File: src/rtl/bullet_pkg.sv
// Shared types and constants for the bullet pool: directions, map encoding,
// sweep FSM states and the per-slot record.
package bullet_pkg;

    typedef enum logic [1:0] {
        DIR_UP    = 2'd0,
        DIR_DOWN  = 2'd1,
        DIR_LEFT  = 2'd2,
        DIR_RIGHT = 2'd3
    } dir_t;

    localparam logic [1:0] TILE_EMPTY = 2'd0;
    localparam int         TANK_SIZE  = 8;

    typedef enum logic [2:0] {
        ST_IDLE,
        ST_ISSUE,
        ST_WAIT,
        ST_RESOLVE,
        ST_DONE
    } state_t;

    typedef struct packed {
        logic       valid;
        logic       owner;
        logic [7:0] x;
        logic [7:0] y;
        dir_t       dir;
    } slot_t;

    typedef struct packed {
        logic [7:0] x;
        logic [7:0] y;
        dir_t       dir;
    } spawn_t;

    // One axis of motion in 9-bit signed space so walking off the left/top edge goes negative.
    function automatic logic signed [8:0] step_axis(input logic [7:0] p, input logic dec,
                                                    input logic inc, input logic signed [8:0] speed);
        return $signed({1'b0, p}) + (inc ? speed : 9'sd0) - (dec ? speed : 9'sd0);
    endfunction

endpackage

File: src/rtl/bullet_hit_test.sv
// Combinational point-in-box test of a candidate bullet position against one
// tank's TANK_SIZE x TANK_SIZE footprint.
module bullet_hit_test
    import bullet_pkg::*;
(
    input  logic signed [8:0] i_nx,
    input  logic signed [8:0] i_ny,
    input  logic [7:0]        i_tank_x,
    input  logic [7:0]        i_tank_y,
    input  logic              i_alive,
    output logic              o_hit
);

    localparam logic [9:0] SZ = 10'(TANK_SIZE);

    logic [9:0] w_px, w_py, w_tx, w_ty;

    // Widened so tank_x + 8 cannot wrap near the right edge.
    assign w_px = {1'b0, i_nx};
    assign w_py = {1'b0, i_ny};
    assign w_tx = {2'b00, i_tank_x};
    assign w_ty = {2'b00, i_tank_y};

    assign o_hit = i_alive && !i_nx[8] && !i_ny[8]
                && (w_px >= w_tx) && (w_px < w_tx + SZ)
                && (w_py >= w_ty) && (w_py < w_ty + SZ);

endmodule

File: src/rtl/bullet_engine.sv
// Shared bullet pool: spawns from both tanks, one ISSUE/WAIT/RESOLVE pass per
// slot on each game_tick, wall queries to the tile map and per-tank hit pulses.
module bullet_engine
    import bullet_pkg::*;
#(
    parameter int NUM_SLOTS = 4,
    parameter int SPEED     = 2,
    parameter int MAX_X     = 199,
    parameter int MAX_Y     = 143
) (
    input  logic                   clk,
    input  logic                   rst,
    input  logic                   game_tick,
    input  logic                   fire_a,
    input  logic                   fire_b,
    input  logic [7:0]             start_xa,
    input  logic [7:0]             start_ya,
    input  logic [7:0]             start_xb,
    input  logic [7:0]             start_yb,
    input  logic [1:0]             dir_a,
    input  logic [1:0]             dir_b,
    input  logic [7:0]             tank_xa,
    input  logic [7:0]             tank_ya,
    input  logic [7:0]             tank_xb,
    input  logic [7:0]             tank_yb,
    input  logic                   alive_a,
    input  logic                   alive_b,
    output logic [4:0]             tile_x,
    output logic [4:0]             tile_y,
    input  logic [1:0]             tile_type,
    output logic                   hit_a,
    output logic                   hit_b,
    output logic                   busy,
    output logic [NUM_SLOTS-1:0]   bullet_valid,
    output logic [8*NUM_SLOTS-1:0] bullet_x,
    output logic [8*NUM_SLOTS-1:0] bullet_y
);

    localparam int                IW       = $clog2(NUM_SLOTS);
    localparam logic [IW-1:0]     LAST_IDX = IW'(NUM_SLOTS - 1);
    localparam logic signed [8:0] SPEED9   = 9'(SPEED);
    localparam logic signed [8:0] MAX_X9   = 9'(MAX_X);
    localparam logic signed [8:0] MAX_Y9   = 9'(MAX_Y);

    state_t            r_state, w_state_next;
    slot_t             r_slots [NUM_SLOTS];
    logic [IW-1:0]     r_idx;
    logic              r_pend_a, r_pend_b, r_tick_pend;
    spawn_t            r_spawn_a, r_spawn_b;
    logic signed [8:0] r_nx, r_ny;
    logic [4:0]        r_tile_x, r_tile_y;
    logic              r_hit_a, r_hit_b;

    slot_t             w_cur;
    logic signed [8:0] w_nx, w_ny;
    logic              w_free_found;
    logic [IW-1:0]     w_free_idx;
    logic              w_can_serve, w_serve_a, w_serve_b;
    logic              w_oob, w_wall, w_box_a, w_box_b, w_resolve, w_kill_a, w_kill_b;

    assign w_cur = r_slots[r_idx];
    assign w_nx  = step_axis(w_cur.x, w_cur.dir == DIR_LEFT, w_cur.dir == DIR_RIGHT, SPEED9);
    assign w_ny  = step_axis(w_cur.y, w_cur.dir == DIR_UP,   w_cur.dir == DIR_DOWN,  SPEED9);

    always_comb begin
        w_free_found = 1'b0;
        w_free_idx   = '0;
        for (int i = NUM_SLOTS - 1; i >= 0; i--) begin
            if (!r_slots[i].valid) begin
                w_free_found = 1'b1;
                w_free_idx   = IW'(i);
            end
        end
    end

    // Spawns never overlap a sweep, so slot writes from both paths cannot collide.
    assign w_can_serve = (r_state == ST_IDLE) && !game_tick && !r_tick_pend;
    assign w_serve_a   = w_can_serve && r_pend_a;
    assign w_serve_b   = w_can_serve && !r_pend_a && r_pend_b;

    bullet_hit_test u_hit_a (
        .i_nx(r_nx), .i_ny(r_ny), .i_tank_x(tank_xa), .i_tank_y(tank_ya),
        .i_alive(alive_a), .o_hit(w_box_a)
    );

    bullet_hit_test u_hit_b (
        .i_nx(r_nx), .i_ny(r_ny), .i_tank_x(tank_xb), .i_tank_y(tank_yb),
        .i_alive(alive_b), .o_hit(w_box_b)
    );

    assign w_oob     = r_nx[8] || r_ny[8] || (r_nx > MAX_X9) || (r_ny > MAX_Y9);
    assign w_wall    = (tile_type != TILE_EMPTY);
    assign w_resolve = (r_state == ST_RESOLVE) && w_cur.valid;
    assign w_kill_a  = w_resolve && !w_oob && !w_wall &&  w_cur.owner && w_box_a;
    assign w_kill_b  = w_resolve && !w_oob && !w_wall && !w_cur.owner && w_box_b;

    always_comb begin
        w_state_next = r_state;
        case (r_state)
            ST_IDLE:    if (game_tick || r_tick_pend) w_state_next = ST_ISSUE;
            ST_ISSUE:   w_state_next = ST_WAIT;
            ST_WAIT:    w_state_next = ST_RESOLVE;
            ST_RESOLVE: w_state_next = (r_idx == LAST_IDX) ? ST_DONE : ST_ISSUE;
            ST_DONE:    w_state_next = ST_IDLE;
            default:    w_state_next = ST_IDLE;
        endcase
    end

    always_ff @(posedge clk) begin
        if (rst) r_state <= ST_IDLE;
        else     r_state <= w_state_next;
    end

    always_ff @(posedge clk) begin
        if (rst) begin
            for (int i = 0; i < NUM_SLOTS; i++) r_slots[i] <= '0;
            r_idx       <= '0;
            r_pend_a    <= 1'b0;
            r_pend_b    <= 1'b0;
            r_tick_pend <= 1'b0;
            r_spawn_a   <= '0;
            r_spawn_b   <= '0;
            r_nx        <= '0;
            r_ny        <= '0;
            r_tile_x    <= '0;
            r_tile_y    <= '0;
            r_hit_a     <= 1'b0;
            r_hit_b     <= 1'b0;
        end else begin
            r_hit_a <= w_kill_a;
            r_hit_b <= w_kill_b;

            // A fresh pulse beats the clear so a request landing on its own service cycle survives.
            if (fire_a) begin
                r_pend_a  <= 1'b1;
                r_spawn_a <= '{x: start_xa, y: start_ya, dir: dir_t'(dir_a)};
            end else if (w_serve_a) begin
                r_pend_a  <= 1'b0;
            end
            if (fire_b) begin
                r_pend_b  <= 1'b1;
                r_spawn_b <= '{x: start_xb, y: start_yb, dir: dir_t'(dir_b)};
            end else if (w_serve_b) begin
                r_pend_b  <= 1'b0;
            end

            if (w_serve_a && w_free_found)
                r_slots[w_free_idx] <= '{valid: 1'b1, owner: 1'b0, x: r_spawn_a.x,
                                         y: r_spawn_a.y, dir: r_spawn_a.dir};
            else if (w_serve_b && w_free_found)
                r_slots[w_free_idx] <= '{valid: 1'b1, owner: 1'b1, x: r_spawn_b.x,
                                         y: r_spawn_b.y, dir: r_spawn_b.dir};

            if (r_state == ST_IDLE) r_tick_pend <= 1'b0;
            else if (game_tick)     r_tick_pend <= 1'b1;

            case (r_state)
                ST_IDLE: r_idx <= '0;
                ST_ISSUE: begin
                    r_nx     <= w_nx;
                    r_ny     <= w_ny;
                    r_tile_x <= w_nx[7:3];
                    r_tile_y <= w_ny[7:3];
                end
                ST_RESOLVE: begin
                    if (w_cur.valid) begin
                        if (w_oob || w_wall || w_kill_a || w_kill_b) begin
                            r_slots[r_idx].valid <= 1'b0;
                        end else begin
                            r_slots[r_idx].x <= r_nx[7:0];
                            r_slots[r_idx].y <= r_ny[7:0];
                        end
                    end
                    r_idx <= r_idx + 1'b1;
                end
                default: ;
            endcase
        end
    end

    assign busy   = (r_state != ST_IDLE);
    assign hit_a  = r_hit_a;
    assign hit_b  = r_hit_b;
    assign tile_x = r_tile_x;
    assign tile_y = r_tile_y;

    for (genvar gi = 0; gi < NUM_SLOTS; gi++) begin : g_out
        assign bullet_valid[gi]     = r_slots[gi].valid;
        assign bullet_x[8*gi +: 8]  = r_slots[gi].x;
        assign bullet_y[8*gi +: 8]  = r_slots[gi].y;
    end

endmodule

File: config.mk
export PLATFORM = sky130hd
export DESIGN_NAME = bullet_engine
export DESIGN_NICKNAME = d
export VERILOG_FILES = /design/src/rtl/bullet_pkg.sv /design/src/rtl/bullet_hit_test.sv /design/src/rtl/bullet_engine.sv
export SDC_FILE = /design/constraint.sdc
export NUM_CORES = 1
export LEC_CHECK = 0
export CAP_MARGIN = 20
export CORE_MARGIN = 4
export CORE_UTILIZATION = 40
export DETAILED_ROUTE_END_ITERATION = 16
export PLACE_DENSITY_LB_ADDON = 0.1
export SYNTH_ARGS = -nofsm -noshare
export SYNTH_HDL_FRONTEND = slang
export SYNTH_SLANG_ARGS = --single-unit
File: constraint.sdc
create_clock -name clk -period 4 [get_ports clk]
set_input_delay 0.8 -clock clk [delete_from_list [all_inputs] [get_ports clk]]
set_output_delay 0.8 -clock clk [all_outputs]
set_load 0.02 [all_outputs]
# After elaboration in Yosys (flattened, before gate mapping)
# Memory sizes are Yosys's and may differ from the RTL's. A register that Yosys moved wholly into a read port is not among the register bits.
# Index checks and enable logic that the tools add are counted.
# classes
addsub	9
multipliers	0
n_div	0
order_cmp	10
eq_ne	8
n_shift	0
mux	48
bitwise	1
reduce_logical	51
# ops
op	count
$mux W20	3
$lt A9 B10 Y1	4
$reduce_or A20 Y1	2
$add A8 B4 Y9 const B	4
$ge A9 B8 Y1	4
$mux W1	28
$logic_and A1 B1 Y1	26
$mux W2	12
$add A8 B2 Y9	2
$gt A9 B9 Y1 const B	2
$sub A9 B3 Y9	2
$pmux W3 S4	1
$mux W3	3
$logic_not A1 Y1	8
$reduce_bool A2 Y1	4
$logic_or A1 B1 Y1	7
$eq A2 B2 Y1 const B	3
$eq A3 B2 Y1 const B	2
$pmux W2 S2	1
$eq A3 B1 Y1 const B	1
$logic_not A3 Y1	1
$reduce_bool A3 Y1	1
$add A2 B1 Y2 const B	1
$eq A2 B1 Y1 const B	1
other kinds (4)	4
# word_totals
reg_bits	74
latchBits	0
mem_bits_rw	80
mem_bits_ro	0
inputBits	77
output_inout_bits	81
wordCells	145
mem_count	1
# mem_list
name	words	width	rd	rd_clocked_by_memory_dff	write_ports	line_no	rtl
r_slots	4	20	5	1	4	bullet_engine.sv:46	slot_t r_slots [NUM_SLOTS];

# Logic depth before layout (Yosys ltp)
# depth
word_depth	17
mapped_depth	12
depth_no_buf	10

# Modules after synthesis
# From an unflattened synthesis, not the netlist that was laid out.
# hier_totals
cells_unflattened	885
area_unflattened_um2	9002.4
# modules_own_cells
mod	instances	cells_per_inst	area_per_inst_um2	seq_area_each_um2
bullet_engine	1	679	7390.8	3723.6
bullet_hit_test	2	103	805.8	0.0

# Worst setup path after synthesis
# No wires, ideal clock.
# synth_path
path_kind	input to register
start	input port tank_xa[1]
end	memory r_slots[3][10] (netlist name), enable pin
setup_ns	0.394
t_arrival_ns	3.271
required_ns	3.606
slack_ns	0.335
cell_stages	10
path_buffers	1
cell_sequence	inv_1 ha_1 o211a_1 o31ai_1 a21oi_1 or4_1 nand4_1 nand3_1 buf_2 a21oi_1
# synth_rtl
element	line_no	rtl
start: declaration	bullet_engine.sv:22	input logic [7:0] tank_xa,
end: declaration	bullet_engine.sv:46	

==> flow_summary_export.csv <==
group,metric,value,unit
die,die_x,160.2,µm
power,p_leak,0.004662,µW
sta,slew_headroom,0.5197,
power,pwr-share-comb,0.233,
yosys,ys_ff_latch,146,
yosys,yosysWarnings,0,
placed_design,postPlaceCellArea,10730,µm²
yosys,synth_top_area_frac,0.2592,
worst_hold_path,hp-class,"flop to flop",
layout,mostFrequentLayoutCell,"clkdlybuf4s50_1",
yosys,synth.yosys.seq_area_share,0.4017,
global_route,antenna_found_initial,0,
yosys,async_flop_share,0,
run,drv_cap,0,
critical_path,worst_ep_required_time,4.17,ns
die,die_y,160.2,µm
cts,cts_sinks,146,
layout,synthToLayoutAreaGrowth,21.84,%
layout,fin_area,11290,µm²
yosys,synth_enable_flop_cells,80,
sta,max_freq,275.2,MHz
global_route,grt_use_total,0.1945,
sta,final.setup.tns,0,ns
sta,finalHoldViolations,0,
cts,path_clk_slew,0.06,ns
critical_path,crit_chain,"clkdlybuf4s50_1 > ha_1 > inv_1 > ha_1 > and3b_1 > a2111oi_0 > o22ai_1 > nand3_1 > nand4_1 > and4b_1 > or3_1 > buf_4",
layout,layout_common_cells,"clkdlybuf4s50_1, nor2_1, inv_1",
critical_path,critPathArrivalTime,3.80,ns
route,vias,6952,
sta,worst_pin_slew,0.7195,ns
placed_design,gp_congestion,0.8562,
route,route.detailed.drc,0,
critical_path,crit_slowest_cell,"clkdlybuf4s50_1",
route,detail_route.wl_per_cell,19.24,µm
critical_path,crit_fanout,8,
sta,worst_clock_skew,0.008828,ns
sta,maxSlewViolCount,0,
die,fp.coreArea,22710,µm²
cts,cts_resized,0,
yosys,yosysTopAreaCell,"edfxtp_1",
global_route,grt_pass1_vias,6866,
yosys,avgSynthCellArea,10.02,µm²
power,internal-power,3071,µW
critical_path,end_kind,"flop",
critical_path,crit_type,"input pin to flop",
layout,fillers,2096,
sta,finalCriticalPeriod,3.633,ns
cts,cts_root_buf,"clkbuf_16",
sta,fin_crit_sh,0.9083,
critical_path,cpMostUsedCell,"ha_1",
cts,insertion_delay,0.42,ns
global_route,grt_overflow,0,
cts,postCtsHoldBufs,0,
yosys,synth.area.top_cells,"edfxtp_1, dfxtp_1, ha_1",
cts,post-cts-setup-buffer-count,0,
critical_path,crit_path_max_incr_delay,0.46,ns
global_route,grt_max_degree,34,
route,drt_wl_total,25210,µm
route,via_per_inst,5.307,
power,sw_frac_of_total,0.2946,
die,die-area,25670,µm²
critical_path,cp-start-kind,"input pin",
yosys,synth-main-ff-cell,"edfxtp_1",
cts,cts_tree,"done",
cts,clockBufferDepth,2,
route,drt-initial-drc-count,396,
layout,num_antenna_cells,0,
route,antenna_left,0,
yosys,synth_cell_types,63,
layout,drive_above_1_share,0.08488,
die,start_util,0.4082,
global_route,grt_pass1_wl,38980,µm
route,first_pass_iters,4,
sta,grt_setup_unrepaired,"false",
cts,cts_inserted_buffers,17,
die,rows,55,
power,power_frac_seq,0.415,
outcome,outcome,"finished clean",
sta,setup_violations,0,
placed_design,hpwl,19520,µm
critical_path,cp.buffers_inverters,3,
cts,h-tree-depth,4,
yosys,syn_nets,1077,
power,peakVddDrop,0.0003291,V
critical_path,crit_family,"simple AND/OR/NAND/NOR gates",
yosys,synth_cells,925,
power,p_per_area,385.5,nW/µm²
power,clkPwrFrac,0.352,
die,boundaryPins,158,
placed_design,port_buffers,157,
power,power.switching,1282,µW
layout,finalNetCount,1164,
yosys,syn-cell-area,9269,µm²
[per-layer routing]
layer,up-vias,share of wire,global-route usage
li1,3434,-,-
met1,3294,0.44,0.2503
met2,194,0.50,0.3333
met3,30,0.045,0.03535
met4,0,0.019,0.06101
met5,-,0,0
[final cells by class]
| class | count | area (µm²) | area share |
|---|---|---|---|
| well taps | 285 | 356.6 | 0.03158 |
| inverters | 83 | 311.5 | 0.02759 |
| repair buffers | 190 | 1872 | 0.1657 |
| clock inverters | 9 | 81.33 | 0.007201 |
| flip-flops and latches | 146 | 3724 | 0.3297 |
| clock buffers | 23 | 479.2 | 0.04243 |
| multi-input cells | 574 | 4469 | 0.3957 |
[cells by family after synthesis]
group / share of synthesized area
flops: 0.4017
mux: 0.1127
buf+inv: 0.1174
xor+xnor: 0.02821
fa+ha+maj: 0.1029
simple gates: 0.1064
compound gates: 0.1307
[synthesized netlist by cell type (7+ instances only)]
master / number
nor2_1: 90
inv_1: 83
edfxtp_1: 80
buf_4: 79
ha_1: 73
dfxtp_1: 66
a211oi_1: 59
mux2i_1: 56
a21oi_1: 55
nand2_1: 41
clkbuf_1: 25
o21ai_0: 20
nand3_1: 19
xnor2_1: 18
mux4_2: 14
buf_2: 12
a21o_1: 11
nand2b_1: 10
xor2_1: 10
nor3_1: 9
nand4_1: 7
nor2b_1: 7
[state kept, by name, summed over array words and instances, names as in the netlist, named ones only]
| name | flops |
|---|---|
| r_idx | 2 |
| r_state | 3 |
| r_nx | 9 |
| r_pend_b | 1 |
| hit_b | 1 |
| r_spawn_a | 18 |
| r_spawn_b | 18 |
| r_slots | 80 |
| r_tick_pend | 1 |
| r_pend_a | 1 |
| hit_a | 1 |
| r_ny | 9 |
[per-stage QoR]
stage	instances	setup slack, ns	hold WS [ns]	power (µW)	util
after floorplan	925	0.3352	0.4497	2499	-
after global placement	1277	0.05497	0.4670	2847	0.4714
after detailed placement	1278	0.0002474	0.4710	2860	0.4726
after CTS	1310	0.4215	0.4795	4387	0.4973
after global routing	1310	0.1898	0.5038	4553	0.4973
final	1310	0.3666	0.4787	4353	0.4973
[worst register-to-register path, cell delays in order (launching register included)]
cell	delay, ns
dfxtp_1	0.60
buf_4	0.33
mux4_2	0.60
mux2i_1	0.26
fa_1	0.27
nor2b_1	0.05
o21ai_0	0.14
nand2b_1	0.12
a21o_1	0.19
a21oi_1	0.19
xor2_1	0.19
o22ai_1	0.09
[power by group through the flow]
stage / Sequential [µW] / Combinational, µW / Clock [µW]
after detailed placement: 1840 / 1020 / 0
after floorplan: 1780 / 717 / 0
final: 1810 / 1020 / 1530
after global placement: 1840 / 1010 / 0
after global routing: 1820 / 1120 / 1610
after CTS: 1810 / 1020 / 1550
[path summary, 6_finish.rpt]
check,cells after the start,slack (ns),startpoint,endpoint
min,2,0.48,r_ny[0]$_SDFFE_PP0P_,r_ny[0]$_SDFFE_PP0P_
max reg2reg,11,0.86,flop,r_ny[7]$_SDFFE_PP0P_
max,12,0.37,tank_yb[3],r_slots[1][4]$_SDFFCE_PN0P_
min reg2reg,2,0.48,r_ny[0]$_SDFFE_PP0P_,r_ny[0]$_SDFFE_PP0P_
Note: power is estimated with default switching activity, not from simulation.
